File: src/rtl/hif_fir_pkg.sv
// Shared types, default sizing and the output saturation helper for the HIF FIR MAC.
package hif_fir_pkg;

  localparam int unsigned NUM_TAPS_DEF = 1021;
  localparam int unsigned DW           = 16;
  localparam int unsigned ACC_W        = 42;
  localparam int unsigned SHIFT_DEF    = 15;

  typedef logic signed [DW-1:0]    sample_t;
  typedef logic signed [2*DW-1:0]  prod_t;
  typedef logic signed [ACC_W-1:0] acc_t;

  typedef enum logic {IDLE, RUN} state_e;

  // Address width that stays legal for a single-entry ROM.
  function automatic int unsigned addr_w(input int unsigned n);
    return (n > 1) ? $clog2(n) : 1;
  endfunction

  // Clamp an already-scaled accumulator value into the signed sample range.
  function automatic sample_t sat16(input acc_t a);
    sample_t r;
    if (a > acc_t'(32767))       r = {1'b0, {(DW-1){1'b1}}};
    else if (a < acc_t'(-32768)) r = {1'b1, {(DW-1){1'b0}}};
    else                         r = a[DW-1:0];
    return r;
  endfunction

endpackage

File: src/rtl/hif_fir_mac_rom.sv
// Coefficient ROM: NUM_TAPS x DW, synchronous read with one cycle of latency.
module hif_coeff_rom
  import hif_fir_pkg::*;
#(
  parameter int unsigned                 NUM_TAPS = NUM_TAPS_DEF,
  parameter int unsigned                 AW       = addr_w(NUM_TAPS),
  parameter logic [NUM_TAPS*DW-1:0]      COEFFS   = '0
) (
  input  logic          clk,
  input  logic [AW-1:0] addr,
  output sample_t       q
);

  // Registered read; tap i lives at bits [i*DW +: DW] of the image.
  always_ff @(posedge clk) begin
    q <= sample_t'(COEFFS[addr*DW +: DW]);
  end

endmodule

File: src/rtl/hif_fir_mac.sv
// Burst FIR multiply-accumulate: one saturated output sample per queue burst.
module hif_fir_mac
  import hif_fir_pkg::*;
#(
  parameter int unsigned            NUM_TAPS = NUM_TAPS_DEF,
  parameter int unsigned            SHIFT    = SHIFT_DEF,
  parameter logic [NUM_TAPS*DW-1:0] COEFFS   = '0
) (
  input  logic    clk,
  input  logic    rst_n,
  input  logic    sequencing,
  input  sample_t smpl_in,
  output sample_t fir_out,
  output logic    fir_vld,
  output logic    tap_ovf,
  output logic    tap_short
);

  localparam int unsigned AW = addr_w(NUM_TAPS);
  localparam int unsigned CW = $clog2(NUM_TAPS + 1);

  state_e         state_q, state_d;
  logic [CW-1:0]  cnt_q;
  logic           accept, start, end_burst, ovf_hit;
  logic [AW-1:0]  addr_d;

  logic           vld0, first0;
  logic [AW-1:0]  addr0;
  sample_t        smpl0;
  logic           vld1, first1, last1;
  sample_t        smpl1, coef1;
  logic           vld2, first2, last2;
  prod_t          prod2;
  acc_t           acc3;
  logic           last3;

  // Next-state and per-cycle burst decisions.
  always_comb begin
    state_d   = state_q;
    accept    = 1'b0;
    start     = 1'b0;
    end_burst = 1'b0;
    ovf_hit   = 1'b0;
    addr_d    = '0;
    case (state_q)
      IDLE: begin
        if (sequencing) begin
          state_d = RUN;
          accept  = 1'b1;
          start   = 1'b1;
        end
      end
      RUN: begin
        if (sequencing) begin
          if (cnt_q < CW'(NUM_TAPS)) begin
            accept = 1'b1;
            addr_d = cnt_q[AW-1:0];
          end else begin
            ovf_hit = 1'b1;
          end
        end else begin
          end_burst = 1'b1;
          state_d   = IDLE;
        end
      end
      default: state_d = IDLE;
    endcase
  end

  // State register, tap counter and sticky burst-length flags.
  always_ff @(posedge clk) begin
    if (!rst_n) begin
      state_q   <= IDLE;
      cnt_q     <= '0;
      tap_ovf   <= 1'b0;
      tap_short <= 1'b0;
    end else begin
      state_q <= state_d;
      if (start) begin
        cnt_q     <= CW'(1);
        tap_ovf   <= 1'b0;
        tap_short <= 1'b0;
      end else if (accept) begin
        cnt_q <= cnt_q + CW'(1);
      end
      if (ovf_hit)   tap_ovf   <= 1'b1;
      if (end_burst) tap_short <= (cnt_q < CW'(NUM_TAPS));
    end
  end

  // E0: capture the accepted sample and its coefficient address.
  always_ff @(posedge clk) begin
    if (!rst_n) begin
      vld0   <= 1'b0;
      first0 <= 1'b0;
      addr0  <= '0;
      smpl0  <= '0;
    end else begin
      vld0   <= accept;
      first0 <= start;
      if (accept) begin
        addr0 <= addr_d;
        smpl0 <= smpl_in;
      end
    end
  end

  hif_coeff_rom #(
    .NUM_TAPS (NUM_TAPS),
    .AW       (AW),
    .COEFFS   (COEFFS)
  ) u_rom (
    .clk  (clk),
    .addr (addr0),
    .q    (coef1)
  );

  // E1: sample delayed to meet ROM data. The end of a burst is only seen the
  // cycle after its final sample, so the last tag joins here, one stage late.
  // With an overlong burst it rides an empty slot, which is harmless.
  always_ff @(posedge clk) begin
    if (!rst_n) begin
      vld1   <= 1'b0;
      first1 <= 1'b0;
      last1  <= 1'b0;
      smpl1  <= '0;
    end else begin
      vld1   <= vld0;
      first1 <= first0;
      last1  <= end_burst;
      smpl1  <= smpl0;
    end
  end

  // E2: signed product register.
  always_ff @(posedge clk) begin
    if (!rst_n) begin
      vld2   <= 1'b0;
      first2 <= 1'b0;
      last2  <= 1'b0;
      prod2  <= '0;
    end else begin
      vld2   <= vld1;
      first2 <= first1;
      last2  <= last1;
      if (vld1) prod2 <= smpl1 * coef1;
    end
  end

  // Accumulate; the first product of a burst reloads instead of adding.
  always_ff @(posedge clk) begin
    if (!rst_n) begin
      acc3  <= '0;
      last3 <= 1'b0;
    end else begin
      last3 <= last2;
      if (vld2) acc3 <= first2 ? acc_t'(prod2) : acc3 + acc_t'(prod2);
    end
  end

  // Output register: scaled, saturated result with a one-cycle valid.
  always_ff @(posedge clk) begin
    if (!rst_n) begin
      fir_out <= '0;
      fir_vld <= 1'b0;
    end else begin
      fir_vld <= last3;
      if (last3) fir_out <= sat16(acc3 >>> SHIFT);
    end
  end

endmodule

File: config.mk
export PLATFORM = sky130hd
export DESIGN_NAME = hif_fir_mac
export DESIGN_NICKNAME = d
export VERILOG_FILES = /design/src/rtl/hif_fir_pkg.sv /design/src/rtl/hif_fir_mac_rom.sv /design/src/rtl/hif_fir_mac.sv
export SDC_FILE = /design/constraint.sdc
export NUM_CORES = 1
export LEC_CHECK = 0
export ABC_CLOCK_PERIOD_IN_PS = 2700
export CORE_MARGIN = 1.5
export CORE_UTILIZATION = 55
export CTS_BUF_LIST = sky130_fd_sc_hd__clkbuf_4 sky130_fd_sc_hd__clkbuf_8
export CTS_CLUSTER_DIAMETER = 30
export DETAILED_ROUTE_END_ITERATION = 7
export PLACE_DENSITY = 0.74
export SLEW_MARGIN = 20
export SYNTH_ARGS = -nofsm -noshare
export SYNTH_HDL_FRONTEND = slang
export SYNTH_HIERARCHICAL = 1
export SYNTH_SLANG_ARGS = --single-unit
File: constraint.sdc
create_clock -name clk -period 2.7 [get_ports clk]
set_input_delay 0.405 -clock clk [delete_from_list [all_inputs] [get_ports clk]]
set_output_delay 0.405 -clock clk [all_outputs]
set_load 0.01 [all_outputs]
# Word level (Yosys, flattened, before mapping)
# Index checks and enable logic that the tools add are counted.
[word_totals] register_bits=171 inputBits=19 output_inout_bits=19
[classes] n_addsub=2 mul=1 order_cmp=3 shifts=1 mux=21 bitwise_logic=2 n_reduce_logical=4
[ops] operator="16336-bit by 15-bit variable part select with 16-bit output (first input constant)" n=1
[ops] operator="42-bit by 32-bit adder with 42-bit output" n=1
[ops] operator="42-bit two-way mux" n=1
[ops] operator="16-bit by 16-bit multiplier with 32-bit output" n=1
[ops] operator="16-bit two-way mux" n=2
[ops] operator="10-bit two-way mux" n=3
[ops] operator="27-bit by 16-bit > comparator with 1-bit output (second input constant)" n=1
[ops] operator="27-bit by 16-bit < comparator with 1-bit output (second input constant)" n=1
[ops] operator="1-bit two-way mux" n=14
[ops] operator="10-bit by 1-bit adder with 10-bit output (second input constant)" n=1
[ops] operator="10-bit < comparator (second input constant)" n=1
[ops] operator="2-bit nonzero test" n=3
[ops] operator="1-bit inverter" n=2
[ops] operator="1-bit case mux with 2 select lines" n=1
[ops] operator="2-bit OR reduction" n=1

# Logic depth before layout (Yosys ltp)
# Gate-level depths: netlist of run 1.
[logic_depth] depth_word=6 ltp_mapped=27 depth_no_buf=24

# By module
# Netlist of run 1, hierarchy kept.
[modules_own_cells] mod="hif_fir_mac" instances=1 cells_each=2024 area_per_inst_um2=17864.6 seq_area_each_um2=3103.0
[modules_own_cells] mod="hif_coeff_rom" instances=1 cells_each=17 area_per_inst_um2=123.9 seq_area_each_um2=0.0

# Least setup slack after synthesis of run 1
# No wires, ideal clock.
[synth_path] path_kind="register -> register" startpoint="reg prod2[0]" endpoint="reg acc3[38]" setup_ns=0.119 arrival_time_ns=2.667 required_time_ns=2.581 slack_ns=-0.085 stages_incl_launch_ff=14 path_buffers=0 synth_period_minus_slack_ns=2.785 path_cell_list="dfxtp_1 -> ha_1 -> inv_1 -> fa_1 -> nor2b_1 -> o31ai_1 -> a31oi_1 -> nand4_1 -> nand3b_1 -> a31oi_1 -> o311ai_1 -> and3_1 -> nor3_1 -> o221a_2"
[synth_via] elab_chain_len=2
[synth_lines] item="start, declared" line_no="hif_fir_mac.sv:33" source="prod_t prod2;"
[synth_lines] item="start signal, assigned" line_no="hif_fir_mac.sv:146" source="if (vld1) prod2 <= smpl1 * coef1;"
[synth_lines] item="42-bit by 32-bit adder with 42-bit output" line_no="hif_fir_mac.sv:157" source="if (vld2) acc3 <= first2 ? acc_t'(prod2) : acc3 + acc_t'(prod2);"
[synth_lines] item="42-bit two-way mux" line_no="hif_fir_mac.sv:157"
[synth_lines] item="end signal, assigned" line_no="hif_fir_mac.sv:157"
[synth_lines] item="end, declared" line_no="hif_fir_mac.sv:34" source="acc_t acc3;"
# No other way between the ends.
# A chain may end at the register's enable or synchronous reset.

# Worst setup path after layout of run 1
[layout_path] startpoint="reg prod2[24]" endpoint="reg acc3[33]"
# Same word-level chain as after synthesis.

==> reports/qor.yml, run 1 <==
power:
  netSwitchingFraction: 0.416
  p_clk_frac: 0.219
  combPwrFrac: 0.498
  net-switching-power_w: 0.00352
  power.density_nw_per_um2: 428
  p_int_w: 0.00494
  p_leak_nw: 9.74
  seqPwrFrac: 0.283
  vdd_ir_drop_max_v: 0.000457
hold_path:
  min-delay-path-class: "in -> reg"
layout:
  final_util: 0.626
  nets: 2496
  finalNonFillerCells: 2502
  antenna_cells: 0
  syn2layout_area_growth_pct: 12.0
  finalInstanceArea_um2: 19800
  drive_gt1_frac: 0.106
cts:
  cts.clk_slew.worst_paths_ns: 0.09
  cts_buffer_depth: 2
  cts.sink_count: 145
  clock_latency_ns: 0.48
  htree_levels: 4
  cts_tree: "done"
  numCtsBuffers: 17
  cts_root_buf: "clkbuf_8"
logic_synthesis:
  synth_warnings: 6
  avgSynthCellArea_um2: 8.79
  syn_inst: 2008
  synth_area_um2: 17600
floorplanning:
  initial_core_util: 0.559
  die_w_um: 182
  die_h_um: 182
  rows: 65
  fp.dieArea_um2: 33200
  core_area_um2: 31600
  ios: 38
setup_path:
  critPathArrivalTime_ns: 3.17
  crit_buf_inv: 1
  path_cells: "ha_2, or4_4, o21ai_2, nand3_2, buf_4, o211ai_1, a21boi_1, o21a_1, or3_1, a21oi_2, o221a_2"
  slowest_delay_ns: 0.48
  worstPathRequired_ns: 3.12
  cp_top_family: "compound AO/OA/AOI/OAI gates"
  worstSetupPathType: "reg -> reg"
  critPathSlowestCell: "or4_4"
  worstSetupStartpointType: "flip-flop"
  worstPathMaxFanout: 3
  critPathCaptureType: "flip-flop"
global_route:
  grt_max_degree: 57
  grt_first_pass_wirelength_um: 69100
  antenna_found_initial: 1
  grt_pass1_vias: 14400
  grt_overflow: 0
  grtUsageTotal: 0.257
timing:
  finalSetupViolCount: 5
  slew_headroom: 0.426
  fin_crit_ns: 2.75
  skew_ns: 0.0155
  max_clock_freq_ghz: 0.363
  rsz0062_at_grt: "yes"
  min_period_over_period: 1.02
  hold_violations: 0
  tns_ns: -0.143
  slew_violations: 0
  worstMarginPinSlew_ns: 0.859
  fin_ws_ns: -0.0517
job:
  maxCapViolations: 0
routing:
  vias: 13800
  drt_iter0_drc: 735
  drt_pass1_iterations: 6
  viasPerCell: 5.53
  drtAntennaViolNets: 0
  wl_per_cell_um: 16.2
  drc: 0
  routed_wl_um: 40500
placement:
  dpl_cell_area_um2: 18900
  dp_hpwl_um: 31500
  gp_congestion: 0.916
  io_buffers: 37
  placed_cells: 2459
  dp_slack_ns: -0.302
outcome:
  status: "complete, but fails checks"
  violations: "setup timing"
power groups by stage:
stage	logic [W]	registers [W]	clock network, W
finish	0.00421	0.00240	0.00186
global route	0.00480	0.00241	0.00198
CTS	0.00341	0.00238	0.00190
detailed placement	0.00338	0.00243	0
global placement	0.00336	0.00242	0
floorplan	0.00312	0.00236	0
worst paths after layout:
check,start,endpoint,slack (ns),depth (start not counted)
setup / recovery,prod2[24],acc3[33],-0.05,11
hold reg to reg,first1,first2,0.44,1
hold / removal,rst_n,cnt_q[0],0.42,2
setup reg to reg,prod2[24],acc3[33],-0.05,11
flip-flops by register name, indices dropped and copies added (netlist names):
register	count
acc3	42
prod2	32
fir_out	16
smpl0	16
smpl1	16
cnt_q	10
fir_vld	1
first0	1
first1	1
first2	1
last1	1
last2	1
last3	1
state_q	1
tap_ovf	1
tap_short	1
vld0	1
vld1	1
vld2	1
worst register-to-register path: cells and delay by family (launching register included):
family,cells,cell delay [ns]
and+or+nand+nor,3,0.96
DFF,1,0.37
adders and majority gates,1,0.20
AOI/OAI and AO/OA,6,1.02
buffers and inverters,1,0.15
final cells by class:
cell class | instances | area (um2)
multi-input combinational | 1429 | 13400
fill | 2614 | 11800
sequential | 145 | 2930
inverter | 353 | 1330
timing repair buffer | 141 | 1170
tap | 402 | 503
clock buffer | 18 | 248
clock inverter | 14 | 173
cells in the final DEF, fill, tap and decap left out, types with 27 or more instances in the layout:
cell             count
nor2_1              58
inv_1              352
a21oi_1             75
ha_1               110
clkdlybuf4s50_1     36
nand2b_1            28
fa_1               262
a21boi_0            35
xnor2_1             48
and2_1             151
mux2i_1             27
o21ai_0             66
dfxtp_1            127
buf_4              102
nand2_1            221
nand3_1             28
stage by stage:
step	hold WS (ns)	total power [W]
after global placement	0.413	0.00578
after global routing	0.438	0.00919
after detailed placement	0.422	0.00580
final	0.420	0.00846
after CTS	0.389	0.00769
after floorplan	0.412	0.00549
per-layer routing:
layer / up-vias / GRT usage / share of wire
met2: 321 / 0.443 / 0.50
met1: 6911 / 0.332 / 0.43
met3: 86 / 0.0347 / 0.041
met5: - / 0 / 0
met4: 0 / 0.0932 / 0.030
li1: 6511 / - / -
timing repair:
item,in CTS,in global routing
hold buffers,0,0
pin swaps,25,30
setup buffers,4,7
resized for setup,41,46
endpoints found under the setup margin,15,19
No activity file was read; power rests on OpenSTA's default activity.
==> run 2: changes to the inputs <==
==> constraint.sdc (replaced) <==
create_clock -name clk -period 2.7 [get_ports clk]
set_input_delay 0.675 -clock clk [delete_from_list [all_inputs] [get_ports clk]]
set_output_delay 0.675 -clock clk [all_outputs]
set_load 0.01 [all_outputs]
==> reports/qor.yml, run 2 (synthesized netlist as in run 1, its figures left out) <==
floorplanning:
  fp.dieArea_um2: 33200
  initial_core_util: 0.559
  core_area_um2: 31600
  rows: 65
  ios: 38
  die_w_um: 182
  die_h_um: 182
cts:
  cts_buffer_depth: 2
  cts_root_buf: "clkbuf_8"
  cts.clk_slew.worst_paths_ns: 0.10
  holdBufCountCts: 0
  cts.sink_count: 145
  htree_levels: 4
  cts_tree: "done"
  numCtsBuffers: 17
  clock_latency_ns: 0.48
timing:
  max_clock_freq_ghz: 0.358
  min_period_over_period: 1.03
  worstMarginPinSlew_ns: 1.02
  fin_ws_ns: -0.0928
  slew_headroom: 0.322
  skew_ns: 0.0166
  hold_violations: 0
  slew_violations: 0
  finalSetupViolCount: 10
  fin_crit_ns: 2.79
  rsz0062_at_grt: "yes"
global_route:
  grt_max_degree: 76
  antenna_found_initial: 2
  grtUsageTotal: 0.253
  grt_first_pass_wirelength_um: 67900
  grt_pass1_vias: 14200
  grt_overflow: 0
routing:
  top_layer_used: "met4"
  drt_pass1_iterations: 5
  wl_met3_um: 1940
  drt_iter0_drc: 738
  drc: 0
  wl_per_cell_um: 16.1
  routed_wl_um: 40300
  wl_met1_um: 17100
  wl_met2_um: 20400
  drtAntennaViolNets: 0
  viasPerCell: 5.50
  vias: 13800
setup_path:
  worstSetupStartpointType: "flip-flop"
  worstSetupPathType: "reg -> reg"
  critPathCaptureType: "flip-flop"
  critPathArrivalTime_ns: 3.17
  worstPathMaxFanout: 4
  worstPathRequired_ns: 3.07
power:
  vdd_ir_drop_max_v: 0.000519
  p_leak_nw: 9.72
  power.density_nw_per_um2: 422
layout:
  final_cell_mix: "352 x inv_1, 262 x fa_1, 220 x nand2_1"
  largest_register: "acc3"
  nets: 2496
  finalNonFillerCells: 2502
  multi_input_area_um2: 13500
  reg_top3: "acc3: 42 flops, prod2: 32 flops"
  layout_commonest_cell: "inv_1"
  antenna_cells: 0
  syn2layout_area_growth_pct: 12.2
  fill_cells: 2676
  seqCellArea_um2: 2920
  drive_gt1_frac: 0.106
  largest_register_ffs: 42
placement:
  gp_congestion: 0.912
  dp_slack_ns: -0.246
  io_buffers: 37
  dp_hpwl_um: 31000
  placed_cells: 2455
outcome:
  status: "complete, but fails checks"
  violations: "setup timing"
job:
  maxCapViolations: 0
hold_path:
  min-delay-path-class: "reg -> reg"
[run 2: cell types whose count changed in the layout (fill, tap and decap cells not counted), moves of 3 or more]
cell and change:
inv_8 +6, inv_6 -3, dfxtp_2 -3, dfxtp_1 +3
[run 2: repair_timing]
action | CTS | global route
endpoints found under the setup margin | 14 | 19
setup buffers | 8 | 7
resized for setup | 36 | 55
pin swaps | 27 | 36
[run 2: power by group]
part | internal [W] | switching (W)
Clock | 0.000697 | 0.00103
Sequential | 0.00225 | 0.000153
Combinational | 0.00182 | 0.00241
Total | 0.00477 | 0.00359
[run 2: critical path: stages, from the launching register on]
cell,delay [ns]
dfxtp_4,0.37
ha_4,0.13
inv_2,0.03
fa_2,0.36
nor2b_4,0.16
o31ai_4,0.08
a31oi_4,0.20
nand4_1,0.21
nand3b_1,0.22
a31oi_4,0.14
o311ai_4,0.28
and3_1,0.20
nor3_1,0.04
o221a_2,0.26
[run 2: final cells by class]
| cell class | count | share of cell area |
|---|---|---|
| clock buffer | 17 | 0.0118 |
| clock inverter | 15 | 0.00809 |
| inverter | 353 | 0.0670 |
| multi-input combinational | 1429 | 0.680 |
| sequential | 145 | 0.148 |
| tap | 402 | 0.0254 |
| timing repair buffer | 141 | 0.0594 |
[run 2: metal layers]
| metal | track usage | vias up |
|---|---|---|
| li1 | - | 6511 |
| met1 | 0.321 | 6836 |
| met2 | 0.446 | 340 |
| met3 | 0.0441 | 64 |
| met4 | 0.0671 | 0 |
| met5 | 0 | - |
[run 2: worst paths after layout]
kind / start / endpoint / slack (ns) / depth (start not counted)
worst max-delay path: prod2[0] / acc3[38] / -0.09 / 13
worst min-delay path: vld0 / vld1 / 0.44 / 1
worst max register to register: prod2[0] / acc3[38] / -0.09 / 13
worst min register to register: vld0 / vld1 / 0.44 / 1
[run 2: metrics by stage]
| step | power (W) | util | instance area (um2) | setup TNS [ns] | hold slack (ns) |
|---|---|---|---|---|---|
| after global placement | 0.00578 | 0.597 | 18800 | -1.28 | 0.417 |
| after global routing | 0.00908 | 0.627 | 19800 | -2.11 | 0.451 |
| after floorplan | 0.00549 | - | 17700 | 0 | 0.412 |
| after detailed placement | 0.00580 | 0.597 | 18800 | -1.73 | 0.422 |
| after CTS | 0.00756 | 0.617 | 19500 | -0.388 | 0.443 |
| final | 0.00836 | 0.627 | 19800 | -0.439 | 0.442 |
==> run 3: changes to the inputs <==
SKIP_CTS_REPAIR_TIMING = 1   (was not set)
==> reports/qor.yml, run 3 (synthesized netlist as in run 1, its figures left out) <==
cts:
  cts_buffer_depth: 2
  cts_root_buf: "clkbuf_8"
  htree_levels: 4
  cts.clk_slew.worst_paths_ns: 0.10
  cts_tree: "done"
  cts.sink_count: 145
  clock_latency_ns: 0.48
  numCtsBuffers: 17
timing:
  slew_violations: 0
  slew_headroom: 0.320
  fin_ws_ns: -0.238
  skew_ns: 0.0169
  finalSetupViolCount: 9
  hold_violations: 0
  worstMarginPinSlew_ns: 1.02
  whs_ns: 0.442
  fin_crit_ns: 2.94
  rsz0062_at_grt: "yes"
  max_clock_freq_ghz: 0.340
  min_period_over_period: 1.09
setup_path:
  worstPathMaxFanout: 4
  worstPathRequired_ns: 3.07
  critPathCaptureType: "flip-flop"
  critPathArrivalTime_ns: 3.31
  rrSetupSlack_ns: -0.24
  worstSetupPathType: "reg -> reg"
  reg2reg_to: "acc3[38]"
  rr_worst_depth: 13
  r2r_start: "acc3[0]"
  worstSetupStartpointType: "flip-flop"
layout:
  drive_gt1_frac: 0.0995
  reg_top3: "acc3: 42 flops, prod2: 32 flops"
  syn2layout_area_growth_pct: 11.3
  antenna_cells: 0
  fill_cells: 2685
  layout_commonest_cell: "inv_1"
  nets: 2487
  largest_register: "acc3"
  final_cell_mix: "352 x inv_1, 262 x fa_1, 220 x nand2_1"
  final_util: 0.622
  largest_register_ffs: 42
  finalInstanceArea_um2: 19600
outcome:
  violations: "setup timing"
  status: "complete, but fails checks"
floorplanning:
  rows: 65
  ios: 38
  fp.dieArea_um2: 33200
  die_w_um: 182
  die_h_um: 182
  core_area_um2: 31600
  initial_core_util: 0.559
power:
  seqPwrFrac: 0.288
  net-switching-power_w: 0.00358
  finalPower_w: 0.00833
  p_int_w: 0.00475
  p_leak_nw: 9.67
  combPwrFrac: 0.504
  vdd_ir_drop_max_v: 0.000524
  power.density_nw_per_um2: 424
  p_clk_frac: 0.208
  netSwitchingFraction: 0.429
hold_path:
  whs_path_depth: 1
  holdPathEnd: "last3"
  min-delay-path-class: "reg -> reg"
  min-delay-start: "last2"
routing:
  drt_pass1_iterations: 5
  drc: 0
  drt_iter0_drc: 677
  routed_wl_um: 39900
  drtAntennaViolNets: 0
  wl_per_cell_um: 16.0
  vias: 13600
  viasPerCell: 5.47
global_route:
  grt_pass1_vias: 14100
  grt_overflow: 0
  grt_first_pass_wirelength_um: 67300
  grt_max_degree: 76
  antenna_found_initial: 2
  grtUsageTotal: 0.250
placement:
  dpl_cell_area_um2: 18800
  io_buffers: 37
  dp_hpwl_um: 31000
  gp_congestion: 0.912
job:
  maxCapViolations: 0
## run 3: cell count changes in the layout (fill, tap and decap cells not counted), moves of 3 or more
cell,previous run,this run
buf_6,4,1
o21ai_1,8,4
a41oi_1,0,3
o21ai_0,65,70
buf_4,100,94
a41oi_2,3,0
## run 3: final cells by class
type                    instances  area (um2)  area share
repair buffers                132        1100      0.0559
clock inverters                15         160     0.00815
clock buffers                  17         234      0.0119
flip-flops and latches        145        2920       0.149
well taps                     402         503      0.0256
inverters                     353        1330      0.0675
multi-input cells            1429       13400       0.682
## run 3: metal layers
metal / vias to the layer above / part of all wire / track usage
met2: 291 / 0.50 / 0.439
li1: 6490 / - / -
met1: 6798 / 0.43 / 0.318
met5: - / 0 / 0
met3: 64 / 0.046 / 0.0445
met4: 0 / 0.023 / 0.0691
## run 3: how the worst max path moves through the flow
stage | cells past startpoint | to | start
2_1_floorplan | 11 | acc3[41] | prod2[28]
3_3_place_gp | 13 | acc3[36] | prod2[0]
3_5_place_dp | 13 | acc3[36] | prod2[0]
4_1_cts | 13 | acc3[36] | prod2[0]
5_1_grt | 13 | acc3[38] | acc3[0]
6_report | 13 | acc3[38] | acc3[0]
## run 3: power by group through the flow
stage	registers (W)	logic (W)	clock network, W
after global placement	0.00243	0.00335	0
after global routing	0.00241	0.00478	0.00186
final	0.00240	0.00420	0.00173
after floorplan	0.00236	0.00312	0
after detailed placement	0.00243	0.00337	0
after CTS	0.00238	0.00338	0.00177
## run 3: stage by stage
stage,cells,TNS (ns),worst slack (ns)
after floorplan,2023,0,0.00269
after global placement,2455,-1.28,-0.196
after detailed placement,2455,-1.73,-0.246
after CTS,2487,-2.16,-0.275
after global routing,2493,-2.91,-0.353
final,2493,-0.797,-0.238
## run 3: worst max-delay path, stage by stage, from the launching register on
cell,delay [ns]
dfxtp_2,0.36
ha_4,0.14
inv_2,0.04
fa_2,0.38
nor2b_4,0.17
o31ai_4,0.08
a31oi_2,0.23
nand4_1,0.21
nand3b_1,0.22
a31oi_4,0.14
o311ai_4,0.34
and3_1,0.22
nor3_2,0.04
o221a_2,0.27
==> edit (config.mk and constraints of run 3) <==
Register the inputs `sequencing` and `smpl_in` before use, without a reset. The logic sees them one clock later.
--- a/src/rtl/hif_fir_mac.sv
+++ b/src/rtl/hif_fir_mac.sv
@@ -20,2 +20,10 @@
   localparam int unsigned CW = $clog2(NUM_TAPS + 1);
+
+  logic sequencing_q;
+  sample_t smpl_q;
+
+  always_ff @(posedge clk) begin
+    sequencing_q <= sequencing;
+    smpl_q       <= smpl_in;
+  end
 
@@ -46,3 +54,3 @@
       IDLE: begin
-        if (sequencing) begin
+        if (sequencing_q) begin
           state_d = RUN;
@@ -53,3 +61,3 @@
       RUN: begin
-        if (sequencing) begin
+        if (sequencing_q) begin
           if (cnt_q < CW'(NUM_TAPS)) begin
@@ -102,3 +110,3 @@
         addr0 <= addr_d;
-        smpl0 <= smpl_in;
+        smpl0 <= smpl_q;
       end
Check against the original RTL: not settled (the Yosys comparison gave no result); the edit may change what the design does.
==> edit against run 3 <==
  * The run still ends with setup timing left
  * Power grew 7.1%
  * Area after synthesis grew 2.2%
  * Cell area grew 4.8%
  * Worst setup slack gained 0.19 ns
  * Sequential cell count grew 17
  * Routed wire length grew 4.7%
  * Combinational power grew 5%
==> edit: results (changes against run 3) <==
| Metric | Value |
|---|---|
| Status | `finished, violations left` |
| Violations in the final reports | `setup timing` |
| Final setup viols | `1 (-8)` |
| Clk Latency, worst-skew pair | `between 0.4 and 0.5 ns` |
| Cell count of the worst hold path | `2 (+1)` |
| # port buffers | `37 (unchanged)` |
| Share of layout cells above drive strength 1 | `0.133 (+0.0331)` |
| DR vias/cell | `5.43 (-0.81%)` |
| Worst path arrival time | `3.13 ns (-0.18 ns)` |
| Initial antenna violation count | `0 (-2)` |
| Pwr Density | `434 nW/um^2 (+2.3%)` |
| Largest fanout on the critical path | `2 (-2)` |
| Met2 usage | `0.484 (+0.0449)` |
| Avg Cell Area, Syn | `8.73 sq um (-0.62%)` |
| Worst-margin pin slew | `0.719 ns (-0.299 ns)` |
| Vias in the first global route | `15482 (+10%)` |
| Lkg Pwr | `9.94 nW (+2.8%)` |
| GR Util All Layers | `0.267 (+0.0169)` |
| Clock group | `1.88 mW (+9%)` |
| Gpl congestion | `0.897 (-1.7%)` |
| Ant diodes | `0 (unchanged)` |
| Largest net degree at the start of global routing | `79 (+3.9%)` |
| YS warnings | `6 (unchanged)` |
| Clock Path Buffers | `2 (unchanged)` |
| Worst clock skew | `0.0148 ns (-0.00213 ns)` |
| Total negative slack | `-0.0501 ns (+0.747 ns)` |
| DR pass1 iterations | `6 (+1)` |
| M3 GR Usage | `0.0287 (-0.0158)` |
| Worst setup margin | `-0.0501 ns (+0.188 ns)` |
| Peak supply drop | `390 uV (-26%)` |
| Worst R2R Path Depth | `11 (-2)` |
| First-pass GRT wire length | `72600 microns (+7.9%)` |
| Critical path's slowest cell | `dfxtp_1` |
| DP Worst Slack | `-0.247 ns (-0.000925 ns)` |
| DRT Wirelength | `41800 microns (+4.7%)` |
| Placed Area | `19700 sq um (+4.7%)` |
| Worst hold path class | `flop to flop` |
| Max H-tree Level | `4 (unchanged)` |
| GRT met1 Usage | `0.334 (+0.0157)` |
| DR iter-0 viols | `879 (+30%)` |
| Drt wl/cell | `15.8 microns (-1.0%)` |
| Net Sw Power | `3.61 mW (+0.91%)` |
| Largest regs | `acc3 (42), prod2 (32)` |
| Dpl cells | `2597 (+5.8%)` |
| Power share of the combinational group | `0.492 (-0.012)` |
| Crit-path max cell delay | `0.32 ns (-0.06 ns)` |
| Dpl hpwl | `32900 microns (+6.2%)` |
[edit: final timing paths]
kind,end,from,slack [ns]
worst max register to register,acc3[41],prod2[18],-0.05
worst min register to register,smpl0[3],smpl_q[3],0.43
worst max-delay path,acc3[41],prod2[18],-0.05
worst min-delay path,smpl0[3],smpl_q[3],0.43
[edit: final cells by class]
class / instances / area, sq um
inverters: 348 / 1310
fillers: 2769 / 11800
flip-flops and latches: 162 / 3280
multi-input cells: 1468 / 13500
clock inverters: 13 / 146
repair buffers: 185 / 1510
well taps: 442 / 553
clock buffers: 19 / 255
[edit: critical path, delay by kind of cell, from the launching register on]
| kind | cells | cell delay (ns) |
|---|---|---|
| flops | 1 | 0.32 |
| fa+ha+maj | 1 | 0.31 |
| compound gates | 9 | 1.70 |
| mux | 1 | 0.31 |
[edit: per-layer routing]
layer	part of all wire	vias up	wire [microns]
met5	0	-	0
met2	0.51	355	21300
met4	0.024	0	984
li1	-	6759	-
met3	0.044	77	1830
met1	0.42	7123	17700
